$ cat src/rtl/lock_pkg.sv
// Shared definitions for the lock: controller state encodings and the
// active-low seven-segment glyphs, in {DP,g,f,e,d,c,b,a} bit order.
package lock_pkg;

    typedef enum logic [2:0] {
        ST_WAIT   = 3'd0,
        ST_INPUT  = 3'd1,
        ST_ERROR  = 3'd2,
        ST_ALARM  = 3'd3,
        ST_UNLOCK = 3'd4
    } lock_state_e;

    localparam logic [7:0] SEG_0     = 8'hC0;
    localparam logic [7:0] SEG_1     = 8'hF9;
    localparam logic [7:0] SEG_2     = 8'hA4;
    localparam logic [7:0] SEG_3     = 8'hB0;
    localparam logic [7:0] SEG_4     = 8'h99;
    localparam logic [7:0] SEG_5     = 8'h92;
    localparam logic [7:0] SEG_6     = 8'h82;
    localparam logic [7:0] SEG_7     = 8'hF8;
    localparam logic [7:0] SEG_8     = 8'h80;
    localparam logic [7:0] SEG_9     = 8'h90;
    localparam logic [7:0] SEG_A     = 8'h88;
    localparam logic [7:0] SEG_E     = 8'h86;
    localparam logic [7:0] SEG_R     = 8'hAF;
    localparam logic [7:0] SEG_L     = 8'hC7;
    localparam logic [7:0] SEG_O     = 8'hC0;
    localparam logic [7:0] SEG_P     = 8'h8C;
    localparam logic [7:0] SEG_N     = 8'hAB;
    localparam logic [7:0] SEG_U     = 8'hC1;
    localparam logic [7:0] SEG_DASH  = 8'hBF;
    localparam logic [7:0] SEG_UNDER = 8'hF7;
    localparam logic [7:0] SEG_BLANK = 8'hFF;

    localparam logic [2:0] MAX_DIGITS = 3'd4;

    // Thermometer code of n (0..4) on four bits: n ones from the LSB up.
    function automatic logic [3:0] thermo(input logic [2:0] n);
        logic [4:0] t;
        t = (5'd1 << n) - 5'd1;
        return t[3:0];
    endfunction

endpackage

$ cat src/rtl/seg7_glyph.sv
// BCD nibble to active-low seven-segment pattern; nibbles 10-15 are blank.
module seg7_glyph
    import lock_pkg::*;
(
    input  logic [3:0] i_bcd,
    output logic [7:0] o_seg
);

    always_comb begin
        case (i_bcd)
            4'd0:    o_seg = SEG_0;
            4'd1:    o_seg = SEG_1;
            4'd2:    o_seg = SEG_2;
            4'd3:    o_seg = SEG_3;
            4'd4:    o_seg = SEG_4;
            4'd5:    o_seg = SEG_5;
            4'd6:    o_seg = SEG_6;
            4'd7:    o_seg = SEG_7;
            4'd8:    o_seg = SEG_8;
            4'd9:    o_seg = SEG_9;
            default: o_seg = SEG_BLANK;
        endcase
    end

endmodule

$ cat src/rtl/lock_display_out.sv
// Board-side display driver for the lock: scans the 8-digit seven-segment
// display, owns blink timing, and maps controller state onto the LEDs.
module lock_display_out
    import lock_pkg::*;
#(
    parameter int SCAN_DIV    = 100000,
    parameter int BLINK_TICKS = 250
) (
    input  logic        CLK,
    input  logic        RESET,
    input  logic [2:0]  STATE,
    input  logic [15:0] CODE,
    input  logic [2:0]  CODE_BIT,
    input  logic        ID_FLAG,
    input  logic [1:0]  ERROR_TIME,
    output logic [7:0]  AN,
    output logic [7:0]  SEG,
    output logic [15:0] LD
);

    localparam int PW = $clog2(SCAN_DIV);
    localparam int BW = (BLINK_TICKS > 1) ? $clog2(BLINK_TICKS) : 1;

    logic [PW-1:0] r_presc;
    logic [2:0]    r_idx;
    logic [BW-1:0] r_blink;
    logic          r_phase;

    logic          w_tick;
    logic          w_blink_wrap;
    logic [2:0]    w_code_bit;
    logic [2:0]    w_k;
    logic [3:0]    w_nibble;
    logic [7:0]    w_code_glyph;
    logic [7:0]    w_err_glyph;
    logic [7:0]    w_seg_next;
    logic [15:0]   w_ld_next;

    assign w_tick       = (r_presc == PW'(SCAN_DIV - 1));
    assign w_blink_wrap = (r_blink == BW'(BLINK_TICKS - 1));
    assign w_code_bit   = (CODE_BIT > MAX_DIGITS) ? MAX_DIGITS : CODE_BIT;
    assign w_k          = {1'b0, r_idx[1:0]};
    assign w_nibble     = CODE[{r_idx[1:0], 2'b00} +: 4];

    seg7_glyph u_code_glyph (
        .i_bcd (w_nibble),
        .o_seg (w_code_glyph)
    );

    seg7_glyph u_err_glyph (
        .i_bcd ({2'b00, ERROR_TIME}),
        .o_seg (w_err_glyph)
    );

    // NOTE: every path starts from a default, so no latch can be inferred.
    always_comb begin
        w_seg_next = SEG_BLANK;
        case (STATE)
            ST_WAIT: begin
                if (r_idx == 3'd7)  w_seg_next = ID_FLAG ? SEG_A : SEG_BLANK;
                else if (!r_idx[2]) w_seg_next = SEG_DASH;
            end
            ST_INPUT: begin
                if (r_idx == 3'd7)          w_seg_next = ID_FLAG ? SEG_A : SEG_U;
                else if (r_idx[2])          w_seg_next = SEG_BLANK;
                else if (w_k < w_code_bit)  w_seg_next = w_code_glyph;
                else if (w_k == w_code_bit) w_seg_next = r_phase ? SEG_UNDER : SEG_BLANK;
                else                        w_seg_next = SEG_UNDER;
            end
            ST_ERROR: begin
                case (r_idx)
                    3'd7:    w_seg_next = SEG_E;
                    3'd6:    w_seg_next = SEG_R;
                    3'd5:    w_seg_next = SEG_R;
                    3'd0:    w_seg_next = w_err_glyph;
                    default: w_seg_next = SEG_BLANK;
                endcase
            end
            ST_ALARM: begin
                // Both halves of the display repeat "ALAr" while lit.
                if (r_phase) begin
                    case (r_idx[1:0])
                        2'd3:    w_seg_next = SEG_A;
                        2'd2:    w_seg_next = SEG_L;
                        2'd1:    w_seg_next = SEG_A;
                        default: w_seg_next = SEG_R;
                    endcase
                end
            end
            ST_UNLOCK: begin
                if (!r_idx[2]) begin
                    case (r_idx[1:0])
                        2'd3:    w_seg_next = SEG_O;
                        2'd2:    w_seg_next = SEG_P;
                        2'd1:    w_seg_next = SEG_E;
                        default: w_seg_next = SEG_N;
                    endcase
                end
            end
            default: w_seg_next = SEG_BLANK;
        endcase
    end

    always_comb begin
        w_ld_next       = '0;
        w_ld_next[2:0]  = {&ERROR_TIME, ERROR_TIME[1], |ERROR_TIME};
        w_ld_next[7:4]  = thermo(w_code_bit);
        w_ld_next[13]   = ID_FLAG;
        w_ld_next[14]   = (STATE == ST_UNLOCK);
        w_ld_next[15]   = (STATE == ST_ALARM) && r_phase;
    end

    // NOTE: sequential state uses non-blocking assignments only, so every
    // register samples pre-edge values regardless of statement order.
    always_ff @(posedge CLK) begin
        if (RESET) begin
            r_presc <= '0;
            r_idx   <= '0;
            r_blink <= '0;
            r_phase <= 1'b1;
            AN      <= 8'hFF;
            SEG     <= SEG_BLANK;
            LD      <= '0;
        end else begin
            r_presc <= w_tick ? '0 : r_presc + PW'(1);
            if (w_tick) begin
                r_idx   <= r_idx + 3'd1;
                r_blink <= w_blink_wrap ? '0 : r_blink + BW'(1);
                if (w_blink_wrap) r_phase <= ~r_phase;
            end
            // AN and SEG come from the same r_idx, so they never skew.
            AN  <= ~(8'd1 << r_idx);
            SEG <= w_seg_next;
            LD  <= w_ld_next;
        end
    end

endmodule

$ cat config.mk
export PLATFORM = sky130hd
export DESIGN_NAME = lock_display_out
export DESIGN_NICKNAME = d
export VERILOG_FILES = /design/src/rtl/lock_pkg.sv /design/src/rtl/seg7_glyph.sv /design/src/rtl/lock_display_out.sv
export SDC_FILE = /design/constraint.sdc
export NUM_CORES = 1
export LEC_CHECK = 0
export CAP_MARGIN = 0
export CORE_UTILIZATION = 46
export CTS_BUF_LIST = sky130_fd_sc_hd__clkbuf_8
export CTS_CLUSTER_DIAMETER = 30
export CTS_CLUSTER_SIZE = 20
export DETAILED_ROUTE_END_ITERATION = 10
export DONT_BUFFER_PORTS = 1
export GPL_TIMING_DRIVEN = 1
export PLACE_DENSITY = 0.71
export SYNTH_ARGS = -nofsm -noshare
export SYNTH_HDL_FRONTEND = slang
export SYNTH_SLANG_ARGS = --single-unit
$ cat constraint.sdc
create_clock -name CLK -period 5.4 [get_ports CLK]
set_input_delay 0.54 -clock CLK [delete_from_list [all_inputs] [get_ports CLK]]
set_output_delay 0.54 -clock CLK [all_outputs]
set_load 0.05 [all_outputs]
==> impl_metrics.env, run 1 <==
export IMPL_grt_max_degree=31
export IMPL_tightest_slew_ns=0.675
export IMPL_dp_hpwl_mm=4.63
export IMPL_wl_met3_um=406
export IMPL_slowest_delay_ns=0.67
export IMPL_ys_types=59
export IMPL_syn_area_um2=2980
export IMPL_port_buffers=0
export IMPL_p_leak_nw=1.16
export IMPL_start_util_pct=48.8
export IMPL_vias_per_cell=5.84
export IMPL_synth_area_top_cells="dfxtp_1 (36%), ha_1 (8.0%), nor2_1 (6.3%)"
export IMPL_cp_max_fo=14
export IMPL_place_ws_ns=2.70
export IMPL_cts_tree="done"
export IMPL_area_growth_pct=3.74
export IMPL_power_frac_clock_pct=36.1
export IMPL_synth_top_family_by_area="simple AND/OR/NAND/NOR gates"
export IMPL_clock_skew_final_ns=0.00516
export IMPL_synth_seq_cells=54
export IMPL_core_um2=6100
export IMPL_power_switching_w=0.000213
export IMPL_cts_resized=0
export IMPL_grt_pass1_wl_mm=10.7
export IMPL_post_route_min_period_ns=2.75
export IMPL_synth_top_area_share_pct=36.3
export IMPL_die_x_um=82.4
export IMPL_final_setup_worst_slack_ns=2.65
export IMPL_nets=388
export IMPL_crit_start="r_idx[1]"
export IMPL_cp_common_cell="ha_1"
export IMPL_swShare_pct=27.2
export IMPL_path_cells="ha_1 -> ha_1 -> a2111oi_0 -> a211o_1 -> a221oi_1 -> nand2_1 -> a2111o_1"
export IMPL_total_power_w=0.000785
export IMPL_crit_path_end_kind="register"
export IMPL_wire_per_inst_um=15.2
export IMPL_synthArstFlopShare_pct=0
export IMPL_max_clock_path_buffers=2
export IMPL_nFillCells=574
export IMPL_htreeDepth=2
export IMPL_drv_cap=0
export IMPL_finalHoldViolations=0
export IMPL_clock_latency_ns=0.32
export IMPL_crit_path_start_kind="register"
export IMPL_period_share_pct=50.9
export IMPL_synthAdderAreaFrac_pct=7.99
export IMPL_synth_compound_area_share_pct=13.6
export IMPL_synthTopCellsByCount="dfxtp_1 (54), nor2_1 (50), nand2_1 (26)"
export IMPL_fin_setup_tns_ns=0
export IMPL_timing_rr_start="r_idx[1]"
export IMPL_outcome="finished clean"
export IMPL_setup_violations=0
export IMPL_fmaxAchievable_mhz=363
export IMPL_worstSetupPathType="reg -> reg"
export IMPL_synthFlopType="dfxtp_1"
export IMPL_wl_met2_mm=2.86
export IMPL_yosys_area_share_simple_pct=25.8
export IMPL_gp_congestion=0.933
export IMPL_wl_mm=6.35
export IMPL_topRoutingLayerUsed="met4"
export IMPL_synth_mux_area_share_pct=5.13
export IMPL_synth_cells=352
export IMPL_drive_gt1_share_pct=6.71
export IMPL_crit_slowest_cell="dfxtp_1"
export IMPL_synth_xor_area_share_pct=5.30
export IMPL_antenna_left=0
export IMPL_synth_edf_count=0
export IMPL_gr_usage_all_layers_pct=20.6
export IMPL_p_comb_share_pct=7.6
export IMPL_ir_worst_vdd_mv=0.142
export IMPL_routedLengthMet1_mm=2.96
export IMPL_multi_input_area_um2=1750
export IMPL_layout_area_seq_um2=1080
export IMPL_io_pins=59
export IMPL_ys_warn_count=0
export IMPL_ctsHoldBuffers=0
export IMPL_arrival_ns=2.96
export IMPL_drtIter0Drc=145
export IMPL_dieArea_um2=6790
export IMPL_critical_path_required_ns=5.61
export IMPL_rsz0062_at_grt="false"
export IMPL_rows=28
export IMPL_avgSynthCellArea_um2=8.45
export IMPL_yosysSeqAreaShare_pct=36.3
export IMPL_slew_violations=0
export IMPL_cts_buffers=5
export IMPL_yosysTopAreaCell="dfxtp_1"
export IMPL_clk_pin_slew_ns=0.10
export IMPL_power_density_nw_per_um2=254
export IMPL_final_util_pct=50.6
export IMPL_max_slew_margin_pct=55.0
export IMPL_holdCritStartpoint="RESET"
export IMPL_vias=2442
export IMPL_drc=0
export IMPL_seq_power_share_pct=56.3
export IMPL_antenna_found_initial=0
export IMPL_cts_root_buf="clkbuf_8"
export IMPL_p_int_w=0.000572
export IMPL_grt_ovfl_total=0
export IMPL_hold_path_class="in -> reg"
export IMPL_die_height_um=82.4
export IMPL_diodes=0
export IMPL_drtPass1Iterations=5
export IMPL_crit_buf_inv=0
export IMPL_yosysMostFrequentCell="dfxtp_1"
export IMPL_postCtsSetupRepairBufs=0
export IMPL_grt_pass1_vias=2232
export IMPL_cts_sinks=54
export IMPL_critPathTopFamily="compound AO/OA/AOI/OAI gates"
## cell type report
type | instances | share of cell area, %
Multi-Input combinational cell | 268 | 56.5
Sequential cell | 54 | 35.0
Tap cell | 75 | 3.04
Clock buffer | 5 | 2.23
Clock inverter | 3 | 1.58
Inverter | 13 | 1.58
## power groups by stage
| stage | clock [W] | combinational (W) | sequential, W |
|---|---|---|---|
| final | 0.000283 | 0.0000600 | 0.000442 |
| after global routing | 0.000303 | 0.0000668 | 0.000444 |
| after CTS | 0.000290 | 0.0000592 | 0.000442 |
| after detailed placement | 0 | 0.0000590 | 0.000451 |
| after global placement | 0 | 0.0000585 | 0.000451 |
| after floorplan | 0 | 0.0000594 | 0.000450 |
## metal layers
| metal | global-route usage [%] | up-vias |
|---|---|---|
| li1 | - | 1200 |
| met1 | 27.9 | 1144 |
| met2 | 32.5 | 86 |
| met3 | 3.41 | 12 |
| met4 | 8.25 | 0 |
| met5 | 0 | - |
## registers in the layout, summed over array words and instances, names as in the netlist
signal / count
r_blink: 8
AN: 8
SEG: 7
LD: 10
r_idx: 3
r_presc: 17
r_phase: 1
## placed cells by master, fill, tap and decap left out, types with 2 or more instances in the layout
| master | n |
|---|---|
| and2_1 | 6 |
| dfxtp_1 | 54 |
| xor2_1 | 11 |
| nand2b_1 | 8 |
| a2111o_1 | 2 |
| a31oi_1 | 4 |
| o211ai_1 | 2 |
| mux2i_1 | 4 |
| mux4_2 | 4 |
| nand3_1 | 11 |
| conb_1 | 7 |
| nor3_1 | 11 |
| nor4_1 | 3 |
| a21oi_1 | 18 |
| a211o_1 | 2 |
| o21ai_0 | 17 |
| nand4_1 | 4 |
| or4_1 | 2 |
| or3_2 | 2 |
| ha_1 | 19 |
| or3_1 | 3 |
| a211oi_1 | 2 |
| a2111oi_0 | 2 |
| inv_1 | 13 |
| nor2_1 | 50 |
| and3_1 | 7 |
| nor2b_1 | 6 |
| clkbuf_8 | 5 |
| xnor2_1 | 7 |
| mux2_2 | 2 |
| or2_2 | 2 |
| or3b_2 | 2 |
| nand2_1 | 26 |
## stage by stage
step                hold WS (ns)  cells  area (um2)
finish                     0.276    418        3090
global route               0.269    418        3090
CTS                        0.272    418        3090
detailed placement         0.437    410        2970
global placement           0.432    410        2970
floorplan                  0.413    357        2990
## worst paths after layout
| kind | end | slack [ns] | cells after the start |
|---|---|---|---|
| setup / recovery | SEG[1] | 2.65 | 7 |
| hold / removal | LD[4] | 0.28 | 1 |
| setup reg to reg | SEG[1] | 2.65 | 7 |
| hold reg to reg | r_presc[0] | 0.44 | 1 |
## cell families after synthesis
family | Yosys count
AO/OA/AOI/OAI | 62
adder cells (fa/ha/maj) | 19
AND/OR/NAND/NOR | 152
flip-flops | 54
buffers and inverters | 35
multiplexers | 10
other | 2
XOR/XNOR | 18
(Power assumes the default switching activity.)
==> run 2: changes to the inputs <==
--- a/config.mk
+++ b/config.mk
@@ -13,7 +13,7 @@
 export DETAILED_ROUTE_END_ITERATION = 10
 export DONT_BUFFER_PORTS = 1
 export GPL_TIMING_DRIVEN = 1
-export PLACE_DENSITY = 0.71
+export PLACE_DENSITY = 0.73
 export SYNTH_ARGS = -nofsm -noshare
 export SYNTH_HDL_FRONTEND = slang
 export SYNTH_SLANG_ARGS = --single-unit
==> constraint.sdc (replaced) <==
create_clock -name CLK -period 2.5 [get_ports CLK]
set_input_delay 0.25 -clock CLK [delete_from_list [all_inputs] [get_ports CLK]]
set_output_delay 0.25 -clock CLK [all_outputs]
set_load 0.05 [all_outputs]
==> run 2 against run 1 <==
  * Die area did not move
  * Total power rose by 98%
  * Critical path depth decreased by 1
  * Sequential power grew 120%
  * Fmax grew 23%
  * Global-route usage decreased by 2.0 points
  * First-iteration DRC count is 1.4% lower
  * Critical path type unchanged
==> impl_metrics.env, run 2 (synthesized netlist as in run 1, its figures left out) <==
export IMPL_outcome="finished clean"
export IMPL_crit_path_start_kind="register"
export IMPL_setup_violations=0
export IMPL_vias_per_cell=5.66
export IMPL_postCtsSetupRepairBufs=0
export IMPL_top_register="r_presc"
export IMPL_cts_tree="done"
export IMPL_grt_ovfl_total=0
export IMPL_finalHoldViolations=0
export IMPL_r2r_cells=6
export IMPL_diodes=0
export IMPL_max_slew_margin_pct=61.7
export IMPL_antenna_left=0
export IMPL_grt_pass1_wl_mm=9.65
export IMPL_largest_reg_flops=17
export IMPL_dieArea_um2=6790
export IMPL_slew_violations=0
export IMPL_nets=395
export IMPL_crit_path_end_kind="register"
export IMPL_final_common_cell="dfxtp_1"
export IMPL_wl_mm=6.18
export IMPL_gr_usage_all_layers_pct=18.6
export IMPL_cts_root_buf="clkbuf_8"
export IMPL_worstSetupPathType="reg -> reg"
export IMPL_hold_path_class="in -> reg"
export IMPL_post_route_min_period_ns=2.23
export IMPL_drv_cap=0
export IMPL_core_um2=6100
export IMPL_cts_buffers=5
export IMPL_max_clock_path_buffers=2
export IMPL_io_pins=59
export IMPL_clock_latency_ns=0.31
export IMPL_die_height_um=82.4
export IMPL_p_leak_nw=1.18
export IMPL_tightest_slew_ns=0.571
export IMPL_final_setup_worst_slack_ns=0.267
export IMPL_layout_area_seq_um2=1080
export IMPL_min_path_cells=1
export IMPL_antenna_found_initial=0
export IMPL_nFillCells=584
export IMPL_htreeDepth=2
export IMPL_vias=2401
export IMPL_multi_input_area_um2=1750
export IMPL_drtIter0Drc=143
export IMPL_arrival_ns=2.42
export IMPL_clk_pin_slew_ns=0.09
export IMPL_reg_top3="r_presc x17, LD x10"
export IMPL_drc=0
export IMPL_ir_worst_vdd_mv=0.380
export IMPL_clock_skew_final_ns=0.0165
export IMPL_critical_path_required_ns=2.69
export IMPL_gp_congestion=0.909
export IMPL_layout_common_cells="dfxtp_1 (54), nor2_1 (50), nand2_1 (26), ha_1 (19), a21oi_1 (18)"
export IMPL_drtPass1Iterations=4
export IMPL_place_ws_ns=0.263
export IMPL_grt_max_degree=19
export IMPL_fmaxAchievable_mhz=448
export IMPL_rows=28
export IMPL_grt_pass1_vias=2092
export IMPL_fin_setup_tns_ns=0
export IMPL_cts_sinks=54
export IMPL_cp_max_fo=6
export IMPL_rsz0062_at_grt="false"
export IMPL_dp_hpwl_mm=4.58
export IMPL_wire_per_inst_um=14.6
export IMPL_period_share_pct=89.3
export IMPL_port_buffers=0
export IMPL_start_util_pct=48.8
export IMPL_drive_gt1_share_pct=7.74
export IMPL_die_x_um=82.4
export IMPL_power_density_nw_per_um2=499
export IMPL_area_growth_pct=4.96
==> run 2: changes by cell type in the layout (fill, tap and decap cells not counted) <==
cell / change
buf_4: +4
inv_8: -1
clkinvlp_4: +1
bufinv_16: -1
buf_12: +1
dlygate4sd3_1: +2
==> run 2: metal layers <==
layer / vias to the layer above / wire length, um / global-route usage, %
met5: - / 0 / 0
met4: 0 / 95 / 6.67
met3: 10 / 334 / 4.29
met2: 72 / 2970 / 31.0
met1: 1113 / 2780 / 23.4
li1: 1206 / - / -
==> run 2: report_power, final <==
part	internal [W]	leakage [nW]	switching, W
logic	0.0000499	0.701	0.0000849
registers	0.000882	0.441	0.0000726
clock network	0.000192	0.0362	0.000277
total	0.00112	1.18	0.000435
==> run 2: metrics by stage <==
step	hold WS [ns]	area [um2]	instances	power (W)	utilization, %
finish	0.0137	3120	424	0.00156	51.2
floorplan	0.366	2990	357	0.00110	-
detailed placement	0.325	3020	415	0.00110	49.5
CTS	0.00287	3110	423	0.00157	51.1
global route	0.000858	3120	424	0.00162	51.2
global placement	0.322	3020	415	0.00110	49.5
==> run 2: worst max-delay path, stage by stage (launching register included) <==
cell,delay [ns]
dfxtp_1,0.45
buf_12,0.16
mux4_2,0.57
ha_1,0.22
nor3_1,0.24
o21ai_0,0.13
a311o_1,0.37
==> run 2: repair_timing <==
item,CTS,global route
hold buffers,1,1
gates resized for setup,0,0
hold endpoints to repair,13,4
==> run 2: worst paths after layout <==
kind                   start         end  slack [ns]
setup / recovery    r_idx[0]      SEG[6]        0.27
hold / removal         RESET       LD[1]        0.01
setup reg to reg    r_idx[0]      SEG[6]        0.27
hold reg to reg   r_presc[0]  r_presc[0]        0.46
==> run 2: cell type report <==
type / count / area share, %
flip-flops and latches: 54 / 34.6
multi-input cells: 268 / 55.9
clock inverters: 2 / 0.481
clock buffers: 5 / 2.20
repair buffers: 7 / 2.24
well taps: 75 / 3.00
inverters: 13 / 1.56
